==> src/rtl/package_settings.sv <==
// Global data-path settings shared across the signal chain.
// SIZE_ADC_DATA is the emulated ADC sample width.
package package_settings;
  localparam int SIZE_ADC_DATA = 14;
endpackage

==> src/rtl/pulse_gen_parameters.sv <==
// Shared types and constants for the pulse_gen block.
// Optional feature macro: PULSE_GEN_NOISE_EN.
package pulse_gen_parameters;
  localparam int LFSR_W = 16;
  localparam logic [LFSR_W-1:0] LFSR_SEED = 16'hACE1;

  typedef enum logic [1:0] {
    IDLE  = 2'd0,
    RISE  = 2'd1,
    DECAY = 2'd2,
    WAIT  = 2'd3
  } pulse_gen_state_t;
endpackage

==> src/rtl/pulse_gen_lfsr.sv <==
// 16-bit Fibonacci LFSR (taps 16,14,13,11) for dither noise.
// Only instantiated when PULSE_GEN_NOISE_EN is defined.
module pulse_gen_lfsr
  import pulse_gen_parameters::*;
(
  input  logic       clk,
  input  logic       reset,
  output logic [1:0] lsb
);

  logic [LFSR_W-1:0] lfsr;
  logic              fb;

  assign fb  = lfsr[0] ^ lfsr[2] ^ lfsr[3] ^ lfsr[5];
  assign lsb = lfsr[1:0];

  // shift right every cycle, feedback into the MSB
  always_ff @(posedge clk) begin
    if (reset) lfsr <= LFSR_SEED;
    else       lfsr <= {fb, lfsr[LFSR_W-1:1]};
  end

endmodule

==> src/rtl/pulse_gen.sv <==
// Detector pulse emulator: linear rise, exponential decay, auto-repeat.
// Define PULSE_GEN_NOISE_EN to add LFSR dither noise to the output.
module pulse_gen
  import package_settings::*;
  import pulse_gen_parameters::*;
#(
  parameter int RISE_SHIFT  = 2,
  parameter int DECAY_SHIFT = 4,
  parameter int MAX_LEN     = 255
) (
  input  logic                            clk,
  input  logic                            reset,
  input  logic                            start,
  input  logic        [SIZE_ADC_DATA-2:0] amplitude,
  input  logic        [15:0]              period,
  input  logic signed [SIZE_ADC_DATA-1:0] baseline,
  output logic signed [SIZE_ADC_DATA-1:0] output_data,
  output logic                            busy,
  output logic                            pulse_done
);

  localparam int EW       = SIZE_ADC_DATA + 1;
  localparam int SW       = SIZE_ADC_DATA + 3;
  localparam int RW       = RISE_SHIFT + 1;
  localparam int DW       = $clog2(MAX_LEN + 1);
  localparam int RISE_LEN = 1 << RISE_SHIFT;

  localparam logic signed [SW-1:0] SMAX =
    SW'((1 << (SIZE_ADC_DATA - 1)) - 1);
  localparam logic signed [SW-1:0] SMIN = ~SMAX;

  pulse_gen_state_t          state;
  logic [SIZE_ADC_DATA-2:0]  amp_q;
  logic [EW-1:0]             env;
  logic [RW-1:0]             rise_cnt;
  logic [DW-1:0]             dec_cnt;
  logic [DW-1:0]             dec_nxt;
  logic [15:0]               per_cnt;
  logic [15:0]               per_q;
  logic [16:0]               per_nxt;
  logic [EW-1:0]             rise_step;
  logic [EW-1:0]             decay_step;
  logic                      rise_last;
  logic                      dec_end;
  logic signed [SW-1:0]      noise;
  logic signed [SW-1:0]      sum;
  logic signed [SIZE_ADC_DATA-1:0] sat;

  assign busy       = (state != IDLE);
  assign rise_step  = EW'(amp_q >> RISE_SHIFT);
  assign decay_step = env >> DECAY_SHIFT;
  assign rise_last  = (rise_cnt == RW'(RISE_LEN - 1));
  assign dec_nxt    = dec_cnt + DW'(1);
  assign dec_end    = (decay_step == '0) ||
                      (dec_nxt == DW'(MAX_LEN));
  assign per_nxt    = {1'b0, per_cnt} + 17'd1;

`ifdef PULSE_GEN_NOISE_EN
  logic [1:0] nz_bits;

  pulse_gen_lfsr u_lfsr (
    .clk   (clk),
    .reset (reset),
    .lsb   (nz_bits)
  );

  assign noise = {{(SW-2){1'b0}}, nz_bits} - SW'(2);
`else
  assign noise = '0;
`endif

  assign sum = {{(SW-SIZE_ADC_DATA){baseline[SIZE_ADC_DATA-1]}},
                baseline}
             + {{(SW-EW){1'b0}}, env}
             + noise;

  // clamp the wide sum to the signed ADC range
  always_comb begin
    sat = sum[SIZE_ADC_DATA-1:0];
    unique case (1'b1)
      (sum > SMAX): sat = SMAX[SIZE_ADC_DATA-1:0];
      (sum < SMIN): sat = SMIN[SIZE_ADC_DATA-1:0];
      default:      sat = sum[SIZE_ADC_DATA-1:0];
    endcase
  end

  // envelope FSM: idle, linear rise, exponential decay, period wait
  always_ff @(posedge clk) begin
    if (reset) begin
      state      <= IDLE;
      amp_q      <= '0;
      env        <= '0;
      rise_cnt   <= '0;
      dec_cnt    <= '0;
      per_cnt    <= '0;
      per_q      <= '0;
      pulse_done <= 1'b0;
    end else begin
      pulse_done <= 1'b0;
      unique case (state)
        IDLE: begin
          if (start) begin
            amp_q    <= amplitude;
            env      <= '0;
            rise_cnt <= '0;
            per_cnt  <= '0;
            state    <= RISE;
          end
        end
        RISE: begin
          per_cnt  <= per_nxt[15:0];
          rise_cnt <= rise_cnt + RW'(1);
          if (rise_last) begin
            env     <= EW'(amp_q);
            dec_cnt <= '0;
            state   <= DECAY;
          end else begin
            env <= env + rise_step;
          end
        end
        DECAY: begin
          per_cnt <= per_nxt[15:0];
          dec_cnt <= dec_nxt;
          if (dec_end) begin
            env        <= '0;
            pulse_done <= 1'b1;
            per_q      <= period;
            state      <= (period == 16'd0) ? IDLE : WAIT;
          end else begin
            env <= env - decay_step;
          end
        end
        WAIT: begin
          if (per_nxt >= {1'b0, per_q}) begin
            amp_q    <= amplitude;
            env      <= '0;
            rise_cnt <= '0;
            per_cnt  <= '0;
            state    <= RISE;
          end else begin
            per_cnt <= per_nxt[15:0];
          end
        end
        default: state <= IDLE;
      endcase
    end
  end

  // registered output sample, one cycle behind env
  always_ff @(posedge clk) begin
    if (reset) output_data <= '0;
    else       output_data <= sat;
  end

endmodule
==> config.mk <==
export PLATFORM = sky130hd
export DESIGN_NAME = pulse_gen
export DESIGN_NICKNAME = d
export VERILOG_FILES = /design/src/rtl/package_settings.sv /design/src/rtl/pulse_gen_parameters.sv /design/src/rtl/pulse_gen_lfsr.sv /design/src/rtl/pulse_gen.sv
export SDC_FILE = /design/constraint.sdc
export NUM_CORES = 1
export LEC_CHECK = 0
export BUFFER_PORTS_ARGS = -buffer_cell sky130_fd_sc_hd__buf_4
export CAP_MARGIN = 10
export CORE_MARGIN = 1.5
export CORE_UTILIZATION = 62
export CTS_BUF_LIST = sky130_fd_sc_hd__clkbuf_2 sky130_fd_sc_hd__clkbuf_4 sky130_fd_sc_hd__clkbuf_8
export DETAILED_ROUTE_END_ITERATION = 8
export PLACE_DENSITY = 0.83
export SYNTH_ARGS = -nofsm -noshare
export SYNTH_HDL_FRONTEND = slang
export SYNTH_HIERARCHICAL = 1
export SYNTH_SLANG_ARGS = --single-unit
==> constraint.sdc <==
create_clock -name clk -period 4.97 [get_ports clk]
set_clock_uncertainty 0.2 [all_clocks]
set_input_delay 0.994 -clock clk [delete_from_list [all_inputs] [get_ports clk]]
set_output_delay 0.994 -clock clk [all_outputs]
set_load 0.02 [all_outputs]
# Word-level counts from Yosys, hierarchy flattened
# Cells that the tools add are included.
[word_totals] register_bits=88 in_bits=46 out_inout_bits=16
[classes] addsub=6 magnitude_cmp=3 n_eq_ne=9 mux=24 n_bitwise=1 reduce_logical=16
[op_table] cell="$mux W15" n=4
[op_table] cell="$pmux W15 S4" n=1
[op_table] cell="$pmux W16 S3" n=1
[op_table] cell="$mux W16" n=2
[op_table] cell="$pmux W14 S2" n=1
[op_table] cell="$mux W13" n=2
[op_table] cell="$pmux W13 S2" n=1
[op_table] cell="$add A14 B16 Y17" n=1
[op_table] cell="$add A16 B1 Y17 const B" n=1
[op_table] cell="$ge A17 B16 Y1" n=1
[op_table] cell="$gt A17 B14 Y1 const B" n=1
[op_table] cell="$lt A17 B14 Y1 const B" n=1
[op_table] cell="$logic_not A16 Y1" n=1
[op_table] cell="$pmux W8 S2" n=1
[op_table] cell="$add A15 B11 Y15" n=1
[op_table] cell="$logic_not A15 Y1" n=1
[op_table] cell="$sub A15 B11 Y15" n=1
[op_table] cell="$mux W2" n=5
[op_table] cell="$pmux W3 S3" n=1
[op_table] cell="$add A8 B1 Y8 const B" n=1
[op_table] cell="$eq A8 B8 Y1 const B" n=1
[op_table] cell="$mux W8" n=1
[op_table] cell="$ne A2 B2 Y1 const B" n=4
[op_table] cell="$pmux W2 S4" n=1
[op_table] cell="15 further kinds" n=23

# Logic depth before layout (Yosys ltp)
[depth] ltp_word=5 mapped_depth=16

# Worst setup path after synthesis
# OpenSTA, ideal clock, no wires.
[synth_timing] path_kind="input to register" start="in baseline[0]" end="reg output_data[10]" setup_ns=0.132 arrival_time_ns=3.256 required_time_ns=4.638 path_slack_ns=1.383 stages=11 cell_sequence="ha_1 -> fa_1 -> a21oi_1 -> o22ai_1 -> o21ai_0 -> a211oi_1 -> o21a_1 -> o211a_1 -> o21ai_1 -> clkbuf_1 -> o21ai_0"
[synth_between] elab_chain_cells=3 word_cells_on_any_way=4
[synth_rtl] element="start: declaration" line_no="pulse_gen.sv:16" source="input logic signed [SIZE_ADC_DATA-1:0] baseline,"
[synth_rtl] element="$add A14 B16 Y17 *" line_no="pulse_gen.sv:74" source="+ {{(SW-EW){1'b0}}, env}"
[synth_rtl] element="$lt A17 B14 Y1 / $gt A17 B14 Y1 (equally long branches)" line_no="pulse_gen.sv:82, pulse_gen.sv:81"
[synth_rtl] element="$pmux W14 S2 *" line_no="pulse_gen.sv:80" source="unique case (1'b1)"
[synth_rtl] element="end signal: assignment" line_no="pulse_gen.sv:152" source="else output_data <= sat;"
[synth_rtl] element="end: declaration" line_no="pulse_gen.sv:17" source="output logic signed [SIZE_ADC_DATA-1:0] output_data,"
# Every way passes the cells marked *; elsewhere a longest branch is shown, timed or not.
# A chain may end at the register's enable or synchronous reset.

# Final worst setup path
[layout_timing] start="reg per_cnt[0]" end="reg per_cnt[5]"
[layout_between] elab_chain_cells=4
[layout_rtl] element="start: declaration" line_no="pulse_gen.sv:38" source="logic [15:0] per_cnt;"
[layout_rtl] element="start signal: assignment" line_no="pulse_gen.sv:111" source="per_cnt <= per_nxt[15:0];"
[layout_rtl] element="start signal: assignment" line_no="pulse_gen.sv:122" source="per_cnt <= per_nxt[15:0];"
[layout_rtl] element="start signal: assignment" line_no="pulse_gen.sv:141" source="per_cnt <= per_nxt[15:0];"
[layout_rtl] element="$add A16 B1 Y17 *" line_no="pulse_gen.sv:56" source="assign per_nxt = {1'b0, per_cnt} + 17'd1;"
[layout_rtl] element="$ge A17 B16 Y1" line_no="pulse_gen.sv:134" source="if (per_nxt >= {1'b0, per_q}) begin"
[layout_rtl] element="$mux W16" line_no="pulse_gen.sv:134"
[layout_rtl] element="$pmux W16 S3 *" line_no="pulse_gen.sv:100" source="unique case (state)"
# Marked as above.

==> qor.csv <==
stage;metric;value;unit
die;die-area;10600;um2
setup_path;crit_family;compound AO/OA/AOI/OAI gates;
setup_path;cp-startpoint;per_cnt[0];
power;powerDensity;271;nW/um2
sta;tns;0;ns
setup_path;arrival;4.21;ns
die;rows;36;
layout;final_cell_mix;dfxtp_1, nor2_1, a21oi_1;
layout;fin_cells;969;
layout;drive_gt1_share;10.8;%
power;ir_worst_vdd;0.174;mV
die;fp.dieW;103;um
hold_path;hold_class;register to register;
layout;final_area;6930;um2
sta;setup_violations;0;
grt;grt_antenna_before_repair;0;
route;via_per_inst;6.15;
setup_path;critPathCaptureType;register;
sta;final.period_utilization;82.8;%
layout;layout.nets;943;
synth;synth-edff-count;0;
clock_network;cts_resized;0;
clock_network;htreeDepth;3;
sta;rsz0062_at_grt;false;
sta;fmax;243;MHz
setup_path;path_class;register to register;
setup_path;ff2ff_setup_slack;0.85;ns
placed_design;place_congestion;0.867;
placed_design;place_area;6720;um2
layout;antennaDiodeCount;0;
layout;multi_input_area;4120;um2
synth;syn_nets;897;
placed_design;portBuffers;61;
clock_network;clk_pin_slew;0.09;ns
setup_path;crit_buf_inv;0;
setup_path;path_cells;ha_1 -> and2_1 -> and2_1 -> and3_1 -> and3_1 -> xor2_1 -> ha_1 -> a21oi_1 -> o21ai_0 -> a211o_1 -> a211oi_1 -> o21ai_1 -> a21oi_2 -> a31oi_1 -> a31oi_1;
die;start_util;63.7;%
setup_path;r2r_start;per_cnt[0];
sta;slew_headroom;39.4;%
route;antenna_left;0;
synth;synth_area;6200;um2
synth;synth_warnings;6;
placed_design;placed_cells;953;
route;via_count;5962;
hold_path;holdPathStages;2;
setup_path;cp_num_cells;15;
synth;synth.distinct_cells;64;
clock_network;post_cts_buffers;0;
layout;final_common_cell;dfxtp_1;
placed_design;post-dp-hpwl;11700;um
setup_path;reg2regPathDepth;15;
synth;syn_inst;785;
power;cellLeakagePower;2.83;nW
setup_path;cp.required;5.07;ns
grt;grt_pass1_wl;25200;um
layout;n_fill_cell;811;
clock_network;ctsHoldBuffers;0;
grt;grt.total_usage;29.9;%
run;maxCapViolCount;0;
sta;fin_crit;4.12;ns
die;fp.dieH;103;um
run_status;status;completed;
sta;tightest_slew;0.909;ns
route;wl_per_cell;15.9;um
synth;ys.flop_type;dfxtp_1;
synth;avgSynthCellArea;7.90;um2
route;drt_iter0_markers;394;
die;ios;62;
route;drc;0;
setup_path;rr_endpoint;per_cnt[5];
layout;areaGrowthSynthToFinish;11.7;%
setup_path;crit_path_top_delay_cell;a21oi_2;
synth;yosys_register_bits;88;
grt;grt_overflow;0;
grt;grt_pass1_vias;5471;
clock_network;root_buffer;clkbuf_8;
setup_path;start_kind;register;
grt;grt_max_degree;70;
layout;final-seq-area;1760;um2
clock_network;cts.path.max_buffers;2;
clock_network;cts_buffers;9;
setup_path;endpoint;per_cnt[5];
clock_network;cts_tree;done;
route;drtPass1Iterations;5;
route;wirelength;15400;um
die;core_area;9730;um2
clock_network;cts_sinks;88;
synth;ys_seq_area_share;28.4;%
clock_network;clkLatencyLatePin;0.37;ns
synth;synthArstFlopShare;0;%
power;power.total;1.88;mW
sta;hold_ws;0.262;ns
sta;slew_violations;0;
sta;hold_violations;0;
setup_path;slowest_delay;0.61;ns
setup_path;crit_fanout;16;
[state kept, by name (all words and copies together) (netlist names)]
signal	flops
env	15
amp_q	13
output_data	14
dec_cnt	8
pulse_done	1
rise_cnt	3
per_q	16
per_cnt	16
state	2
[layout make-up]
cell class,count,share of cell area (%)
tap,133,2.40
sequential,88,25.4
clock buffer,12,2.29
timing repair buffer,65,7.04
inverter,49,2.66
clock inverter,4,0.741
multi-input combinational,618,59.4
[per-layer routing]
layer / track usage [%] / vias to the layer above / wire, um / part of all wire, %
li1: - / 2937 / - / -
met1: 40.1 / 2792 / 7040 / 46
met2: 49.6 / 215 / 7250 / 47
met3: 4.27 / 18 / 889 / 5.8
met4: 9.88 / 0 / 199 / 1.3
met5: 0 / - / 0 / 0
[report_power, final]
part / switching, mW / internal [mW]
registers: 0.0350 / 0.747
logic: 0.349 / 0.214
clock network: 0.265 / 0.267
[worst min-delay path: cells and delay by family (launching register included)]
kind,cells,cell delay (ns)
flops,1,0.32
simple gates,1,0.05
compound gates,1,0.05
[through the flow]
step	worst slack, ns	utilization [%]
global route	0.492	71.2
finish	0.853	71.2
global placement	0.980	69.0
detailed placement	0.841	69.0
floorplan	1.38	-
CTS	0.867	71.2
[Yosys cell counts, drive strengths merged, types with 3 or more instances]
cell type	instances	share of area (%)
clkbuf	23	1.4
o311ai	3	0.42
o21ai	58	4.9
and2	4	0.40
ha	63	13
nand4	5	0.50
nand3	42	3.4
xnor2	25	3.5
and3	8	0.81
nor2	71	4.3
or3	8	0.81
xor2	20	2.8
nand2	62	3.8
a211o	3	0.42
o21a	8	0.97
o211ai	3	0.36
nand3b	5	0.61
a22oi	16	1.9
and4	4	0.61
mux2i	16	2.6
o21bai	3	0.36
nand2b	8	0.81
a21oi	71	5.9
nor2b	11	1.1
dfxtp	88	28
nor4	7	0.71
nor3b	3	0.36
fa	3	0.97
a31oi	18	1.8
buf	7	0.83
nor3	19	1.6
a21o	8	0.97
a32o	4	0.65
a211oi	11	1.3
inv	49	3.0
[worst min-delay path by stage]
stage	end	slack [ns]	start
global placement	per_q[3]	0.24	per_q[3]
floorplan	per_q[10]	0.24	per_q[10]
global route	per_q[3]	0.28	per_q[3]
CTS	per_q[10]	0.26	per_q[10]
finish	per_q[9]	0.26	per_q[9]
detailed placement	per_q[10]	0.25	per_q[10]
[cells by family (layout without fill, tap and decap cells)]
| logic type | Yosys count | after routing | synth area share (%) |
|---|---|---|---|
| AO/OA/AOI/OAI | 229 | 229 | 23.3 |
| XOR/XNOR | 45 | 45 | 6.36 |
| adder cells (fa/ha/maj) | 66 | 66 | 13.7 |
| buffers and inverters | 79 | 130 | 5.19 |
| flip-flops | 88 | 88 | 28.4 |
| multiplexers | 17 | 17 | 2.76 |
| AND/OR/NAND/NOR | 261 | 261 | 20.3 |
(Power assumes the default switching activity.)
